===== src/rtl/serial_add_pkg.sv =====
// Shared definitions for the bit-serial adder controller: FSM state encoding
// and small decode helpers used by the controller.
package serial_add_pkg;

  typedef enum logic [1:0] {
    ST_IDLE = 2'd0,
    ST_ADD  = 2'd1,
    ST_DONE = 2'd2
  } state_e;

  // 2'd3 is unreachable; the FSM treats it as a fault and steers back to IDLE.
  localparam logic [1:0] ST_LAST_LEGAL = 2'd2;

  function automatic logic state_is_busy(input state_e st);
    return (st == ST_ADD) || (st == ST_DONE);
  endfunction

endpackage


===== src/rtl/full_adder_assign.sv =====
// Single-bit full adder cell built from continuous assignments.
// Purely combinational; no latency, no flow control.
module full_adder_assign (
  input  logic a,
  input  logic b,
  input  logic c_in,
  output logic sum,
  output logic c_out
);

  logic half_sum;

  assign half_sum = a ^ b;
  assign sum      = half_sum ^ c_in;
  assign c_out    = (a & b) | (c_in & half_sum);

endmodule


===== src/rtl/serial_add_ctrl.sv =====
// Bit-serial adder: one shared full-adder cell, LSB first, one bit per clock.
// Result valid WIDTH cycles after accept; result held stable until out_ready, one op in flight.
module serial_add_ctrl
  import serial_add_pkg::*;
#(
  parameter int WIDTH = 8
) (
  input  logic             clk,
  input  logic             rst_n,
  input  logic             in_valid,
  output logic             in_ready,
  input  logic [WIDTH-1:0] a_in,
  input  logic [WIDTH-1:0] b_in,
  input  logic             c_in,
  output logic             out_valid,
  input  logic             out_ready,
  output logic [WIDTH-1:0] sum_out,
  output logic             c_out,
  output logic             busy
);

  localparam int CNT_W = $clog2(WIDTH);
  localparam logic [CNT_W-1:0] CNT_LAST = CNT_W'(WIDTH - 1);
  localparam logic [CNT_W-1:0] CNT_ONE  = CNT_W'(1);

  state_e           state_q, state_d;
  logic [WIDTH-1:0] a_q, a_d;
  logic [WIDTH-1:0] b_q, b_d;
  logic [WIDTH-1:0] s_q, s_d;
  logic             carry_q, carry_d;
  logic [CNT_W-1:0] cnt_q, cnt_d;

  logic fa_sum;
  logic fa_cout;
  logic in_fire;
  logic out_fire;
  logic last_bit;

  assign in_fire  = in_valid && in_ready;
  assign out_fire = out_valid && out_ready;
  assign last_bit = (cnt_q == CNT_LAST);

  full_adder_assign u_fa (
    .a     (a_q[0]),
    .b     (b_q[0]),
    .c_in  (carry_q),
    .sum   (fa_sum),
    .c_out (fa_cout)
  );

  always_ff @(posedge clk or negedge rst_n) begin
    if (!rst_n) begin
      state_q <= ST_IDLE;
    end else begin
      state_q <= state_d;
    end
  end

  always_comb begin
    state_d = state_q;
    case (state_q)
      ST_IDLE: if (in_fire)  state_d = ST_ADD;
      ST_ADD:  if (last_bit) state_d = ST_DONE;
      ST_DONE: if (out_fire) state_d = ST_IDLE;
      default:               state_d = ST_IDLE;
    endcase
  end

  // Outputs are pure state decodes so an async reset clears them immediately.
  always_comb begin
    in_ready  = (state_q == ST_IDLE);
    out_valid = (state_q == ST_DONE);
    busy      = state_is_busy(state_q);
    sum_out   = out_valid ? s_q : '0;
    c_out     = out_valid && carry_q;
  end

  always_comb begin
    a_d     = a_q;
    b_d     = b_q;
    s_d     = s_q;
    carry_d = carry_q;
    cnt_d   = cnt_q;
    case (state_q)
      ST_IDLE: begin
        if (in_fire) begin
          a_d     = a_in;
          b_d     = b_in;
          s_d     = '0;
          carry_d = c_in;
          cnt_d   = '0;
        end
      end
      ST_ADD: begin
        a_d     = a_q >> 1;
        b_d     = b_q >> 1;
        s_d     = {fa_sum, s_q[WIDTH-1:1]};
        carry_d = fa_cout;
        cnt_d   = cnt_q + CNT_ONE;
      end
      default: ;
    endcase
  end

  always_ff @(posedge clk or negedge rst_n) begin
    if (!rst_n) begin
      a_q     <= '0;
      b_q     <= '0;
      s_q     <= '0;
      carry_q <= 1'b0;
      cnt_q   <= '0;
    end else begin
      a_q     <= a_d;
      b_q     <= b_d;
      s_q     <= s_d;
      carry_q <= carry_d;
      cnt_q   <= cnt_d;
    end
  end

  a_result_held : assert property (@(posedge clk) disable iff (!rst_n)
    (out_valid && !out_ready) |=> (out_valid && $stable(sum_out) && $stable(c_out)));

  a_ready_excl_busy : assert property (@(posedge clk) disable iff (!rst_n)
    !(in_ready && busy));

endmodule


===== config.mk =====
export PLATFORM = sky130hd
export DESIGN_NAME = serial_add_ctrl
export DESIGN_NICKNAME = d
export VERILOG_FILES = /design/src/rtl/serial_add_pkg.sv /design/src/rtl/full_adder_assign.sv /design/src/rtl/serial_add_ctrl.sv
export SDC_FILE = /design/constraint.sdc
export NUM_CORES = 1
export LEC_CHECK = 0
export ABC_AREA = 1
export BUFFER_PORTS_ARGS = -buffer_cell sky130_fd_sc_hd__buf_2
export CAP_MARGIN = 20
export CORE_ASPECT_RATIO = 0.6
export CORE_MARGIN = 2
export CORE_UTILIZATION = 45
export CTS_BUF_LIST = sky130_fd_sc_hd__clkbuf_4 sky130_fd_sc_hd__clkbuf_8
export DETAILED_ROUTE_END_ITERATION = 8
export GPL_ROUTABILITY_DRIVEN = 0
export PLACE_DENSITY = 0.67
export SETUP_SLACK_MARGIN = 0.1
export SYNTH_ARGS = -nofsm -noshare
export SYNTH_HDL_FRONTEND = slang
export SYNTH_SLANG_ARGS = --single-unit

===== constraint.sdc =====
create_clock -name clk -period 2.7 [get_ports clk]
set_clock_uncertainty 0.2 [all_clocks]
set_input_delay 0.81 -clock clk [delete_from_list [all_inputs] [get_ports clk]]
set_output_delay 0.81 -clock clk [all_outputs]
set_load 0.05 [all_outputs]

==> flow_summary.yaml <==
outcome:
  status: "completed"
floorplan:
  initial_core_util: 0.486
  die_x_um: 81.8
  core_area_um2: 3360
  die_area_um2: 4140
  die_y_um: 50.7
  ios: 33
  rows: 16
logic_synthesis:
  syn-cell-area_um2: 1630
  async_flop_share: 1.00
  synth_nets: 241
  yosysTopAreaCell: "dfrtp_1"
  synth_top_area_frac: 0.459
  ys_types: 17
  synthTopCellsByCount: "nand2_1, dfrtp_1, nand3_1"
  ys.flop_type: "dfrtp_1"
  yosysMostFrequentCell: "nand2_1"
  synth_area_per_cell_um2: 7.67
  synth-seq-cells: 30
  ys_seq_area_frac: 0.459
  synthCells: 213
  synth_warnings: 0
  synth_edf_count: 0
  synth.area.top_cells: "dfrtp_1, nand2_1, nand3_1"
power:
  switching_share: 0.441
  max-vdd-ir-drop_v: 0.000564
  leakagePower_nw: 1.17
  clockPowerShare: 0.199
  p_int_w: 0.00120
  p_seq_frac: 0.346
  power.switching_w: 0.000945
  p_comb_frac: 0.455
  power.density_nw_per_um2: 1120
setup_path:
  slowest_delay_ps: 410
  crit_type: "reg -> out"
  path_delay_family: "buffers and inverters"
  crit_buf_inv: 3
  required_ps: 1690
  startpoint: "state_q[0]"
  rr_endpoint: "a_q[0]"
  rrSetupSlack_ps: 620
  cp.depth: 5
  critical_path.max_fanout: 11
  worstSetupEndpointType: "output port"
  ff2ff_path_depth: 7
  cp_slowest_cell: "dfrtp_1"
  cpMostUsedCell: "inv_1"
  cp-endpoint: "sum_out[7]"
  crit_arrival_ps: 1430
  path_cells: "inv_1 > ha_4 > nand2_1 > inv_1 > buf_2"
  rr_startpoint: "state_q[0]"
  cp-start-kind: "flop"
timing:
  maxSlewViolCount: 0
  layout_worst_path_cycle_share: 0.903
  fmax_ghz: 0.410
  setup_tns_ps: 0
  grt_setup_unrepaired: "no"
  slew-limit-headroom: 0.560
  finalHoldViolations: 0
  worst_slew_pin_slew_ps: 660
  setup_viol: 0
  layout_min_cycle_time_ps: 2440
  hold_slack_ps: 306
min_path:
  hold_class: "reg -> reg"
clock_tree:
  clkSinkCount: 30
  cts_hold_buf: 0
  cts_setup_buffers: 0
  insertion_delay_ps: 280
  cts_buffers: 5
  cts_tree: "built"
  root_buffer: "clkbuf_8"
  htree_levels: 2
  clock_path_buffers: 2
  clkTransAtPathRegs_ps: 60
global_routing:
  grt_pass1_wl_um: 5550
  grt_use_total: 0.184
  grt_pass1_vias: 1209
  grt_max_degree: 31
  antenna_found_initial: 0
  grt-ovfl-total: 0
drt:
  viasPerCell: 4.77
  ant_nets: 0
  dr.pass1.iters: 4
  vias: 1382
  drt_iter0_markers: 72
  routed_wl_um: 3290
  wire_per_inst_um: 11.3
  route.detailed.drc: 0
layout:
  fin_cells: 290
  antennaDiodeCount: 0
  area_growth_pct: 16.8
  drive_gt1_frac: 0.208
  final_nets: 272
placement:
  place_inst: 282
  portBuffers: 32
  dp_hpwl_um: 2130
flow_run:
  drv_cap: 0
## cell usage in the layout, fill, tap and decap left out
master / Yosys / routed
nand2_1: 108 / 108
buf_2: 3 / 32
dfrtp_1: 30 / 30
nand3_1: 28 / 28
inv_1: 18 / 18
clkbuf_8: 0 / 8
ha_1: 6 / 5
o21ai_0: 2 / 2
nand2_2: 2 / 2
o21ai_2: 2 / 2
nand4_1: 2 / 2
buf_4: 4 / 2
inv_4: 1 / 1
nand2_4: 1 / 1
inv_2: 1 / 1
mux2i_4: 1 / 1
fa_1: 1 / 1
ha_4: 0 / 1
## power groups by stage
stage	Clock [W]	Sequential, W	Combinational, W
after detailed placement	0	0.000748	0.000972
final	0.000426	0.000743	0.000976
after CTS	0.000435	0.000740	0.000979
after global routing	0.000461	0.000765	0.00111
after floorplan	0	0.000725	0.000848
after global placement	0	0.000745	0.000957
## worst min path at each step
stage	startpoint	end	slack [ps]	cells after the start
after global routing	a_q[3]	a_q[3]	320	2
final	s_q[7]	s_q[6]	310	2
after floorplan	s_q[1]	s_q[0]	260	2
after detailed placement	s_q[3]	s_q[2]	290	2
after CTS	s_q[3]	s_q[2]	300	2
after global placement	s_q[7]	s_q[6]	290	2
## stage by stage
stage                     utilization  area, µm²  setup WS, ps  total power [W]
after detailed placement        0.531       1790           380          0.00172
after floorplan                     -       1630           117          0.00157
final                           0.568       1910           261          0.00214
after global placement          0.531       1790           440          0.00170
after global routing            0.568       1910           176          0.00233
after CTS                       0.565       1900           183          0.00215
## state kept, by name, summed over array words and instances (netlist names)
signal,cells
a_q,8
state_q,2
b_q,8
s_q,8
cnt_q,3
carry_q,1
## worst register-to-register path, delay by kind of cell (launching register included)
family          cells  cell delay (ps)
simple gates        3              760
fa+ha+maj           1              280
buf+inv             2              240
flops               1              410
compound gates      1               60
## layer usage
metal,share of wire,GRT usage
met1,0.51,0.257
met2,0.42,0.257
met3,0.056,0.0594
met4,0.019,0.0833
met5,0,0
## layout make-up
cell class              count  area [µm²]
fillers                   342        1450
flip-flops and latches     30         751
multi-input cells         153         739
repair buffers             34         175
clock buffers               8         110
inverters                  20        77.6
well taps                  45        56.3
## what timing repair did
| item | CTS | global route |
|---|---|---|
| pin swaps | 0 | 0 |
| endpoints found under the setup margin | 8 | 3 |
| resized for setup | 1 | 1 |
## kinds of logic after synthesis
group           share of synthesized area
simple gates                        0.356
buf+inv                            0.0957
flops                               0.459
fa+ha+maj                          0.0582
compound gates                     0.0168
mux                                0.0138
No activity file was read; power rests on OpenSTA's default activity.
